File: config.mk
export PLATFORM = sky130hd
export DESIGN_NAME = weight_updater
export DESIGN_NICKNAME = d
export VERILOG_FILES = /design/src/rtl/weight_updater.sv
export SDC_FILE = /design/constraint.sdc
export NUM_CORES = 1
export LEC_CHECK = 0
export BUFFER_PORTS_ARGS = -buffer_cell sky130_fd_sc_hd__clkbuf_2
export CORE_ASPECT_RATIO = 1.75
export CORE_MARGIN = 4
export CORE_UTILIZATION = 57
export DETAILED_ROUTE_END_ITERATION = 10
export PLACE_DENSITY_LB_ADDON = 0.12
export REMOVE_ABC_BUFFERS = 1
export SLEW_MARGIN = 5
export SYNTH_ARGS = -nofsm -noshare
export SYNTH_HDL_FRONTEND = slang
export SYNTH_SLANG_ARGS = --single-unit
File: constraint.sdc
create_clock -name i_clk -period 3.1 [get_ports i_clk]
set_clock_uncertainty 0.15 [all_clocks]
set_input_delay 0 -clock i_clk [delete_from_list [all_inputs] [get_ports i_clk]]
set_output_delay 0 -clock i_clk [all_outputs]
set_load 0.02 [all_outputs]
File: src/rtl/weight_updater.sv
// weight_updater: perceptron branch-predictor training engine.
// Filters resolves, queues training work and runs a read-modify-write on the weight table.
module weight_updater #(
    parameter int HIST_LEN   = 8,
    parameter int WEIGHT_W   = 8,
    parameter int THETA      = 29,
    parameter int FIFO_DEPTH = 4
) (
    input  logic                             i_clk,
    input  logic                             i_rst_n,
    input  logic                             i_resolveValid,
    output logic                             o_resolveReady,
    input  logic [7:0]                       i_weightsAddr_8,
    input  logic [11:0]                      i_ySum_12,
    input  logic                             i_taken,
    input  logic [HIST_LEN-1:0]              i_ghr_8,
    output logic                             o_rdEn,
    output logic [7:0]                       o_rdAddr_8,
    input  logic [WEIGHT_W*(HIST_LEN+1)-1:0] i_rdData_72,
    output logic                             o_wrEn,
    output logic [7:0]                       o_wrAddr_8,
    output logic [WEIGHT_W*(HIST_LEN+1)-1:0] o_wrData_72,
    output logic                             o_busy
);
    localparam int ROW_W = WEIGHT_W * (HIST_LEN + 1);
    localparam int ENT_W = 9 + HIST_LEN;
    localparam int PTR_W = FIFO_DEPTH > 1 ? $clog2(FIFO_DEPTH) : 1;
    localparam int CNT_W = $clog2(FIFO_DEPTH + 1);
    localparam logic signed [11:0] THR = 12'(THETA);
    localparam logic [WEIGHT_W-1:0] WMAX = {1'b0, {(WEIGHT_W-1){1'b1}}};
    localparam logic [WEIGHT_W-1:0] WMIN = {1'b1, {(WEIGHT_W-1){1'b0}}};

    typedef enum logic [1:0] {IDLE, WAIT, WRITE} stateType;

    stateType            state;
    logic [ENT_W-1:0]    fifoMem [FIFO_DEPTH];
    logic [PTR_W-1:0]    wrPtr, rdPtr;
    logic [CNT_W-1:0]    count;
    logic [ENT_W-1:0]    head;
    logic signed [11:0]  ySum;
    logic                train, push, pop;
    logic [7:0]          workAddr;
    logic                workTaken;
    logic [HIST_LEN-1:0] workGhr;
    logic [HIST_LEN:0]   agree;
    logic [ROW_W-1:0]    newRow;
    logic [WEIGHT_W-1:0] w;

    function automatic logic [PTR_W-1:0] nextPtr(input logic [PTR_W-1:0] p);
        return p == PTR_W'(FIFO_DEPTH - 1) ? '0 : p + PTR_W'(1);
    endfunction

    // Sign bit equal to taken means the prediction was wrong.
    assign ySum           = i_ySum_12;
    assign train          = (ySum[11] == i_taken) || (ySum <= THR && ySum >= -THR);
    assign o_resolveReady = count != CNT_W'(FIFO_DEPTH);
    assign push           = i_resolveValid && o_resolveReady && train;
    assign pop            = state == IDLE && count != '0;
    assign head           = fifoMem[rdPtr];
    assign o_rdEn         = pop;
    assign o_rdAddr_8     = pop ? head[ENT_W-1 -: 8] : '0;
    assign o_busy         = count != '0 || state != IDLE;
    assign agree          = {~(workGhr ^ {HIST_LEN{workTaken}}), workTaken};

    always_comb begin
        newRow = '0;
        w = '0;
        for (int i = 0; i <= HIST_LEN; i++) begin
            w = i_rdData_72[i*WEIGHT_W +: WEIGHT_W];
            newRow[i*WEIGHT_W +: WEIGHT_W] = agree[i] ? (w == WMAX ? w : w + WEIGHT_W'(1))
                                                      : (w == WMIN ? w : w - WEIGHT_W'(1));
        end
    end

    always_ff @(posedge i_clk)
        if (push) fifoMem[wrPtr] <= {i_weightsAddr_8, i_taken, i_ghr_8};

    always_ff @(posedge i_clk or negedge i_rst_n) begin
        if (!i_rst_n) begin
            wrPtr       <= '0;
            rdPtr       <= '0;
            count       <= '0;
            state       <= IDLE;
            workAddr    <= '0;
            workTaken   <= 1'b0;
            workGhr     <= '0;
            o_wrEn      <= 1'b0;
            o_wrAddr_8  <= '0;
            o_wrData_72 <= '0;
        end else begin
            wrPtr <= push ? nextPtr(wrPtr) : wrPtr;
            rdPtr <= pop ? nextPtr(rdPtr) : rdPtr;
            count <= count + CNT_W'(push) - CNT_W'(pop);
            case (state)
                IDLE: if (pop) begin
                    workAddr  <= head[ENT_W-1 -: 8];
                    workTaken <= head[HIST_LEN];
                    workGhr   <= head[HIST_LEN-1:0];
                    state     <= WAIT;
                end
                WAIT: begin
                    o_wrEn      <= 1'b1;
                    o_wrAddr_8  <= workAddr;
                    o_wrData_72 <= newRow;
                    state       <= WRITE;
                end
                default: begin
                    o_wrEn      <= 1'b0;
                    o_wrAddr_8  <= '0;
                    o_wrData_72 <= '0;
                    state       <= IDLE;
                end
            endcase
        end
    end
endmodule

# [Word-level counts from Yosys, hierarchy flattened]
# Memory sizes are Yosys's and may differ from the RTL's.
# Cells that the tools add are included.
[totals] ff_bits=107 ramBits=68 word_cells=108 n_memories=1
[classes] add_sub_neg=22 magnitude_cmp=2 n_eq_ne=24 muxes=37 bitwise=2 reduce_logical=10
[mem_list] name="fifoMem" depth=4 word_bits=17 rd=1 rd_ports_with_merged_regs=0 wr=1 line_no="36" text="logic [ENT_W-1:0] fifoMem [FIFO_DEPTH];"
[ops] op="2-to-1 mux 8 bit" count=28
[ops] op="one-hot mux 72 bit (2 select lines)" count=1
[ops] op="adder 8 x 1 -> 8 bit, second input constant" count=9
[ops] op="equality test 8 x 7 -> 1 bit, second input constant" count=9
[ops] op="equality test 8 bit, second input constant" count=9
[ops] op="subtractor 8 x 1 -> 8 bit, second input constant" count=9
[ops] op="one-hot mux 8 bit (2 select lines)" count=1
[ops] op=">= comparator 12 x 6 -> 1 bit, second input constant" count=1
[ops] op="<= comparator 12 x 6 -> 1 bit, second input constant" count=1
[ops] op="NOT 8 bit" count=1
[ops] op="bitwise XOR 8 bit" count=1
[ops] op="2-to-1 mux 2 bit" count=3
[ops] op="adder 2 x 1 -> 2 bit, second input constant" count=2
[ops] op="equality test 2 bit, second input constant" count=2
[ops] op="logical AND 1 bit" count=4
[ops] op="one-hot mux 2 bit (2 select lines)" count=1
[ops] op="adder 3 x 1 -> 3 bit" count=1
[ops] op="inequality test 3 bit, second input constant" count=1
[ops] op="nonzero test 3 bit" count=1
[ops] op="subtractor 3 x 1 -> 3 bit" count=1
[ops] op="equality test 2 x 1 -> 1 bit, second input constant" count=1
[ops] op="zero test 2 bit" count=1
[ops] op="logical OR 1 bit" count=2
[ops] op="2-to-1 mux 1 bit" count=2
[ops] op="5 further kinds" count=5

# [Longest topological paths before layout]
# Gate-level depths: netlist of run 1.
[logic_depth] ltp_word=6 mapped_depth=11 ltp_nobuf=11

# [Least setup slack after synthesis of run 1]
# Ideal clock, no wire load.
[synth_timing] kind="register to register" from="register state[0]" to="register count[2]" setup_time_ns=0.080 t_arrival_ns=2.652 t_required_ns=2.870 setup_slack_ns=0.218 stages_incl_launch_ff=12 period_less_slack_ns=2.882 cell_sequence="dfrtp_1 > clkbuf_8 > nor2_1 > nand2b_1 > inv_1 > buf_1 > ha_1 > inv_1 > ha_1 > fa_1 > xnor2_1 > xnor2_1"
[synth_via] elab_chain_cells=3
[synth_rtl] item="start, declared" line_no="35" text="stateType state;"
[synth_rtl] item="start signal, assigned" line_no="83" text="state <= IDLE;"
[synth_rtl] item="start signal, assigned" line_no="99" text="state <= WAIT;"
[synth_rtl] item="start signal, assigned" line_no="105" text="state <= WRITE;"
[synth_rtl] item="zero test 2 bit" line_no="58" text="assign pop = state == IDLE && count != '0;"
[synth_rtl] item="logical AND 1 bit" line_no="58"
[synth_rtl] item="named net o_rdEn" line_no="17" text="output logic o_rdEn,"
[synth_rtl] item="subtractor 3 x 1 -> 3 bit" line_no="93" text="count <= count + CNT_W'(push) - CNT_W'(pop);"
[synth_rtl] item="end signal, assigned" line_no="93"
[synth_rtl] item="end, declared" line_no="38" text="logic [CNT_W-1:0] count;"
# The timed path passes the listed nets, and every way through them passes these cells.
# A chain may end at the register's enable or synchronous reset.

# [Worst setup path in the final report of run 1]
[layout_timing] from="register state[1]" to="register o_wrData_72[51]"
[layout_via] elab_chain_cells=2 word_cells_on_any_way=3 cone_classes="eq/ne (1); mux (1); reduce/logical (1)"
[layout_rtl] item="equality test 2 x 1 -> 1 bit or zero test 2 bit (tied branches)" line_no="94" text="case (state)"
[layout_rtl] item="one-hot mux 72 bit (2 select lines)" line_no="94"
[layout_rtl] item="end signal, assigned" line_no="104" text="o_wrData_72 <= newRow;"
[layout_rtl] item="end, declared" line_no="22" text="output logic [WEIGHT_W*(HIST_LEN+1)-1:0] o_wrData_72,"
# Several ways; a longest one is shown, not always the timed one.

==> flow_summary.yaml, run 1 <==
synth:
  synthTopCellsByArea: "dfrtp_1, edfxtp_1, ha_1, nand2_1, mux4_2"
  synth_cell_types: 76
  yosysMostFrequentCell: "nand2_1"
  syn_area_um2: 10470
  yosys-top-cells-count: "nand2_1, dfrtp_1, nor2_1"
  ys.warnings.count: 0
  ys_seq_area_share_pct: 45.06
  ys.flop_type: "dfrtp_1"
  synth_top_area_share_pct: 25.56
  synth_top_area_cell: "dfrtp_1"
  ys_ff_latch: 175
  synth_edf_count: 68
  netlist_instances: 1040
  avgSynthCellArea_um2: 10.07
  synthArstFlopShare_pct: 61.14
layout:
  multiInputGateArea_um2: 5290
  num-fill-cells: 1379
  layoutNonFillerInstCount: 1570
  fin_nets: 1463
  regArea_um2: 4721
  fin_area_um2: 13320
  layout-drive-gt1-share_pct: 21.11
  n_antenna_cell: 0
  synthToLayoutAreaGrowth_pct: 27.18
worst_setup_path:
  critPathMaxFanout: 28
  startpoint_type: "flip-flop"
  cp.required_ns: 3.26
  end_kind: "flip-flop"
  worstSetupPathType: "reg -> reg"
  crit_arrival_ns: 3.06
clock_tree:
  h-tree-depth: 4
  numCtsBuffers: 17
  clk_latency_ns: 0.43
  postCtsHoldBufs: 115
  cts_sinks: 175
  cts_resized: 0
  clk_pin_slew_ns: 0.07
  root_buffer: "clkbuf_16"
  cts_tree: "done"
  post_cts_buffers: 0
  cts_max_path_buffers: 2
place:
  hpwl_um: 19670
  gp_congestion: 0.9460
  dp_cells: 1424
  numPortBuffers: 195
  dpl_cell_area_um2: 11590
power_and_ir_drop:
  power_leakage_uw: 0.005776
  p_per_area_nw_per_um2: 831.3
  p_total_uw: 11070
  peakVddDrop_mv: 0.5871
floorplan:
  core_area_um2: 18050
  row_count: 65
  die_h_um: 187.3
  start_util_pct: 58.01
  die_w_um: 110.5
  io_pins: 196
  die-area_um2: 20690
timing:
  rsz0062_at_grt: "no"
  min_period_over_period_pct: 93.86
  drv_slew: 0
  fin_crit_ns: 2.910
  tightest_slew_ns: 0.9545
  hold_ws_ns: -0.004505
  setup_violations: 0
  fmax_mhz: 343.7
  max-slew-margin-rel_pct: 35.47
  hold_viol: 1
global_route:
  grt_overflow: 0
  grt_usage_pct: 28.19
  grt_antenna_before_repair: 0
  grt_max_degree: 59
  grt_pass1_wl_um: 48110
  grt_pass1_vias: 9688
detailed_routing:
  drt_wl_total_um: 28790
  wl_per_cell_um: 18.34
  drtIter0Drc: 969
  dr.pass1.iters: 6
  routed-via-count: 9465
  avgViaCountPerCell: 6.029
  drt_drc_violations_left: 0
  ant_nets: 0
run_status:
  status: "finished with violations"
  failed_checks: "negative hold slack"
worst_hold_path:
  worstHoldPathType: "in -> async"
flow_run:
  drv_cap: 0
-- placed cells by master (no fill, tap or decap), drive strengths merged, types with 13 or more instances in the layout --
| master | instances |
|---|---|
| nand2 | 111 |
| nor3 | 41 |
| xnor2 | 35 |
| a31oi | 14 |
| dfrtp | 107 |
| nor2 | 88 |
| and3 | 14 |
| xor2 | 19 |
| buf | 21 |
| o21ai | 37 |
| a32o | 13 |
| nor4 | 16 |
| and2 | 14 |
| a21o | 18 |
| edfxtp | 68 |
| mux4 | 18 |
| nand3 | 36 |
| ha | 34 |
| o31ai | 13 |
| a21oi | 41 |
| inv | 48 |
| clkbuf | 211 |
| mux2i | 35 |
| dlygate4sd3 | 115 |
| nand4 | 14 |
-- layer usage --
layer  up-vias  part of all wire [%]  track usage [%]
met5         -                     0                0
met4         0                   3.4            12.14
li1       4451                     -                -
met1      4567                    37            31.27
met3        76                   5.6            5.050
met2       371                    54            52.25
-- sequential cells by signal (all words and copies together), names as in the netlist --
| signal | count |
|---|---|
| o_wrData_72 | 72 |
| fifoMem | 68 |
| o_wrAddr_8 | 8 |
| workAddr | 8 |
| workGhr | 8 |
| count | 3 |
| rdPtr | 2 |
| state | 2 |
| wrPtr | 2 |
| o_wrEn | 1 |
| workTaken | 1 |
-- kinds of logic after synthesis --
kind of cell / Yosys count / share of synthesized area (%)
muxes: 59 / 7.896
buffers and inverters: 105 / 4.504
and+or+nand+nor: 394 / 19.17
xor gates and xnor gates: 54 / 4.587
adders and majority gates: 35 / 4.253
DFF: 175 / 45.06
AOI/OAI and AO/OA: 218 / 14.53
-- worst max-delay path: stages (launching register included) --
cell and delay (ns):
dfrtp_1 0.61, nand2b_1 0.20, buf_4 0.39, nor2_1 0.13, o21ai_0 0.09, dlygate4sd3_1 0.55
o21ai_0 0.07, dlygate4sd3_1 0.57
-- power by group --
group	leakage (uW)	switching, uW	internal [uW]	total [uW]
clock	0.000271	961	1130	2100
sequential	0.00198	509	3150	3650
combinational	0.00353	3250	2070	5320
-- final timing paths --
path / start / end / slack (ns) / cells past startpoint
max in group asynchronous: i_rst_n / workGhr[5]$_DFFE_PN0P_ / 2.04 / 3
worst max register to register: state[1]$_DFFE_PN0P_ / o_wrData_72[51]$_DFFE_PN0P_ / 0.19 / 7
worst min-delay path: i_rst_n / o_wrData_72[30]$_DFFE_PN0P_ / -0.005 / 2
worst max-delay path: state[1]$_DFFE_PN0P_ / o_wrData_72[51]$_DFFE_PN0P_ / 0.19 / 7
worst min register to register: workAddr[4]$_DFFE_PN0P_ / workAddr[4]$_DFFE_PN0P_ / 0.33 / 1
min in group i_clk: i_rdData_72[33] / o_wrData_72[34]$_DFFE_PN0P_ / 0.04 / 4
-- cell type report --
class	count	area share (%)
clock buffers	17	3.194
clock inverters	14	1.118
inverters	40	1.127
multi-input cells	760	39.71
flip-flops and latches	175	35.44
well taps	234	2.198
repair buffers	330	17.21
-- stage by stage --
stage / utilization (%) / TNS [ns] / worst slack [ns]
final: 73.78 / 0 / 0.1904
after global routing: 73.78 / 0 / 0.03925
after CTS: 73.78 / 0 / 0.2198
after detailed placement: 64.22 / 0 / 0.5585
after global placement: 64.22 / 0 / 0.6704
after floorplan: - / -56.32 / -2.379
Note: power is estimated with default switching activity, not from simulation.
==> run 2: changes to the inputs <==
--- a/config.mk
+++ b/config.mk
@@ -5,6 +5,7 @@
 export SDC_FILE = /design/constraint.sdc
 export NUM_CORES = 1
 export LEC_CHECK = 0
+export ABC_AREA = 1
 export BUFFER_PORTS_ARGS = -buffer_cell sky130_fd_sc_hd__clkbuf_2
 export CORE_ASPECT_RATIO = 1.75
 export CORE_MARGIN = 4
==> flow_summary.yaml, run 2 <==
worst_setup_path:
  cp_cell_sequence: "dlygate4sd3_1 -> clkbuf_2 -> inv_1 -> nand2_1 -> nor2_1 -> nand2_1 -> nand2_1 -> dlygate4sd3_1 -> nand3_1 -> dlygate4sd3_1 -> nand3_1 -> dlygate4sd3_1 -> nand2_1"
  cp_slowest_cell: "dlygate4sd3_1"
  critPathMaxFanout: 8
  cp.buffers_inverters: 6
  worstSetupPathType: "in -> reg"
  crit_arrival_ns: 3.14
  slowest_delay_ns: 0.57
  crit_family: "buffers and inverters"
  cp.required_ns: 3.29
  startpoint_type: "primary input"
  end_kind: "flip-flop"
flow_run:
  drv_cap: 0
synth:
  avgSynthCellArea_um2: 7.365
  synthSimpleGateAreaFrac_pct: 36.58
  synth-xor-area-share_pct: 5.315
  synthAdderAreaFrac_pct: 3.910
  synth_top_area_cell: "dfrtp_1"
  synth_edf_count: 68
  synth_top_area_share_pct: 23.50
  synthTopCellsByArea: "dfrtp_1, edfxtp_1, nand2_1, nand3_1, nor2_1"
  ys_ff_latch: 175
  ys.flop_type: "dfrtp_1"
  synth_cell_types: 35
  netlist_instances: 1547
  synth_mux_area_share_pct: 0
  ys.warnings.count: 0
  syn_area_um2: 11390
  yosysMostFrequentCell: "nand2_1"
  yosys-top-cells-count: "nand2_1, nand3_1, nor2_1"
  ys_seq_area_share_pct: 41.42
  synth_compound_area_share_pct: 5.403
  synth_top_family_by_area: "simple AND/OR/NAND/NOR gates"
  synthArstFlopShare_pct: 61.14
layout:
  final_util_pct: 73.15
  reg_top3: "o_wrData_72: 72 flops, fifoMem: 68 flops"
  n_antenna_cell: 0
  layout_common_cells: "nand2_1, nand3_1, nor2_1"
  multiInputGateArea_um2: 5842
  largest_reg_flops: 72
  top_register: "o_wrData_72"
  num-fill-cells: 1598
  synthToLayoutAreaGrowth_pct: 26.73
  layoutNonFillerInstCount: 2114
  layout-drive-gt1-share_pct: 14.66
  fin_nets: 1995
  mostFrequentLayoutCell: "nand2_1"
  regArea_um2: 4721
clock_tree:
  clk_latency_ns: 0.45
  cts_max_path_buffers: 2
  root_buffer: "clkbuf_16"
  post_cts_buffers: 0
  clk_pin_slew_ns: 0.07
  cts_sinks: 175
  cts_tree: "done"
  numCtsBuffers: 17
  h-tree-depth: 4
detailed_routing:
  ant_nets: 0
  drtIter0Drc: 960
  drt_drc_violations_left: 0
  drt_wl_total_um: 33000
  routed-via-count: 11560
  wl_per_cell_um: 15.61
  dr.pass1.iters: 6
  avgViaCountPerCell: 5.467
timing:
  setup_ws_ns: 0.1458
  rsz0062_at_grt: "no"
  hold_viol: 0
  setup_violations: 0
  fmax_mhz: 338.5
  min_period_over_period_pct: 95.30
  fin_crit_ns: 2.954
  tns_ns: 0
  drv_slew: 0
  max-slew-margin-rel_pct: 36.92
  hold_ws_ns: 0.02958
  tightest_slew_ns: 0.9462
power_and_ir_drop:
  seqPwrFrac_pct: 30.5
  peakVddDrop_mv: 0.9280
  p_comb_share_pct: 51.0
  switching_power_uw: 5409
  p_per_area_nw_per_um2: 827.1
  p_int_uw: 6534
  power_leakage_uw: 0.006983
  swShare_pct: 45.29
  power_frac_clock_pct: 18.5
place:
  dp_cells: 1946
  numPortBuffers: 195
  gp_congestion: 0.9311
  pre_cts_ws_ns: 0.7815
  hpwl_um: 22220
floorplan:
  row_count: 68
  core_area_um2: 19740
  die-area_um2: 22400
  io_pins: 196
  die_w_um: 114.9
  start_util_pct: 57.72
  die_h_um: 195.0
global_route:
  grt_pass1_wl_um: 53670
  grt_pass1_vias: 11430
  grt_usage_pct: 29.79
  grt_max_degree: 82
  grt_overflow: 0
  grt_antenna_before_repair: 0
run_status:
  status: "completed"
worst_hold_path:
  worstHoldPathType: "in -> reg"
[run 2: cell families after synthesis]
family | Yosys count
buf+inv | 190
compound gates | 114
fa+ha+maj | 35
simple gates | 981
xor+xnor | 52
flops | 175
[run 2: final cells by class]
cell class | count | share of cell area [%]
tap | 245 | 2.123
inverter | 136 | 3.553
timing repair buffer | 344 | 17.04
clock buffer | 20 | 3.094
multi-input combinational | 1182 | 40.46
sequential | 175 | 32.70
clock inverter | 12 | 1.040
[run 2: worst register-to-register path: stages, from the launching register on]
cell,delay (ns)
dfrtp_2,0.59
xnor2_4,0.43
inv_2,0.15
nand3_1,0.11
dlygate4sd3_1,0.55
nand3_1,0.07
dlygate4sd3_1,0.56
nand2_1,0.06
[run 2: timing repair]
item | CTS | global route
gates resized for setup | 0 | 1
hold endpoints to repair | 248 | 0
endpoints found under the setup margin | 0 | 1
hold buffers | 136 | 0
[run 2: metrics by stage]
step	cell area (um^2)	total power, uW
floorplan	11070	7432
global placement	12470	9243
detailed placement	12470	9350
CTS	14440	11920
global route	14440	12820
finish	14440	11940
[run 2: metal layers]
layer  GRT usage, %  vias to the layer above  share of wire (%)
li1               -                     5672                  -
met1          31.68                     5320                 36
met2          55.07                      450                 54
met3          4.341                      116                5.3
met4          15.88                        0                4.7
met5              0                        -                  0
[run 2: power groups by stage]
stage               logic, uW  registers, uW  clock network, uW
finish                   6090           3640               2210
global route             6780           3710               2320
CTS                      6060           3630               2230
detailed placement       5680           3670                  0
global placement         5590           3650                  0
floorplan                3270           4160                  0
[run 2: path summary, 6_finish.rpt]
kind,from,slack [ns],cells past startpoint,to
hold / removal,i_rdData_72[10],0.03,5,o_wrData_72[10]$_DFFE_PN0P_
max in group asynchronous,i_rst_n,1.94,4,o_wrData_72[59]$_DFFE_PN0P_
hold reg to reg,o_wrData_72[35]$_DFFE_PN0P_,0.33,2,o_wrData_72[35]$_DFFE_PN0P_
setup / recovery,i_rdData_72[12],0.15,13,o_wrData_72[15]$_DFFE_PN0P_
min in group asynchronous,i_rst_n,0.51,4,count[1]$_DFF_PN0_
setup reg to reg,workTaken$_DFFE_PN0P_,0.38,7,o_wrData_72[22]$_DFFE_PN0P_
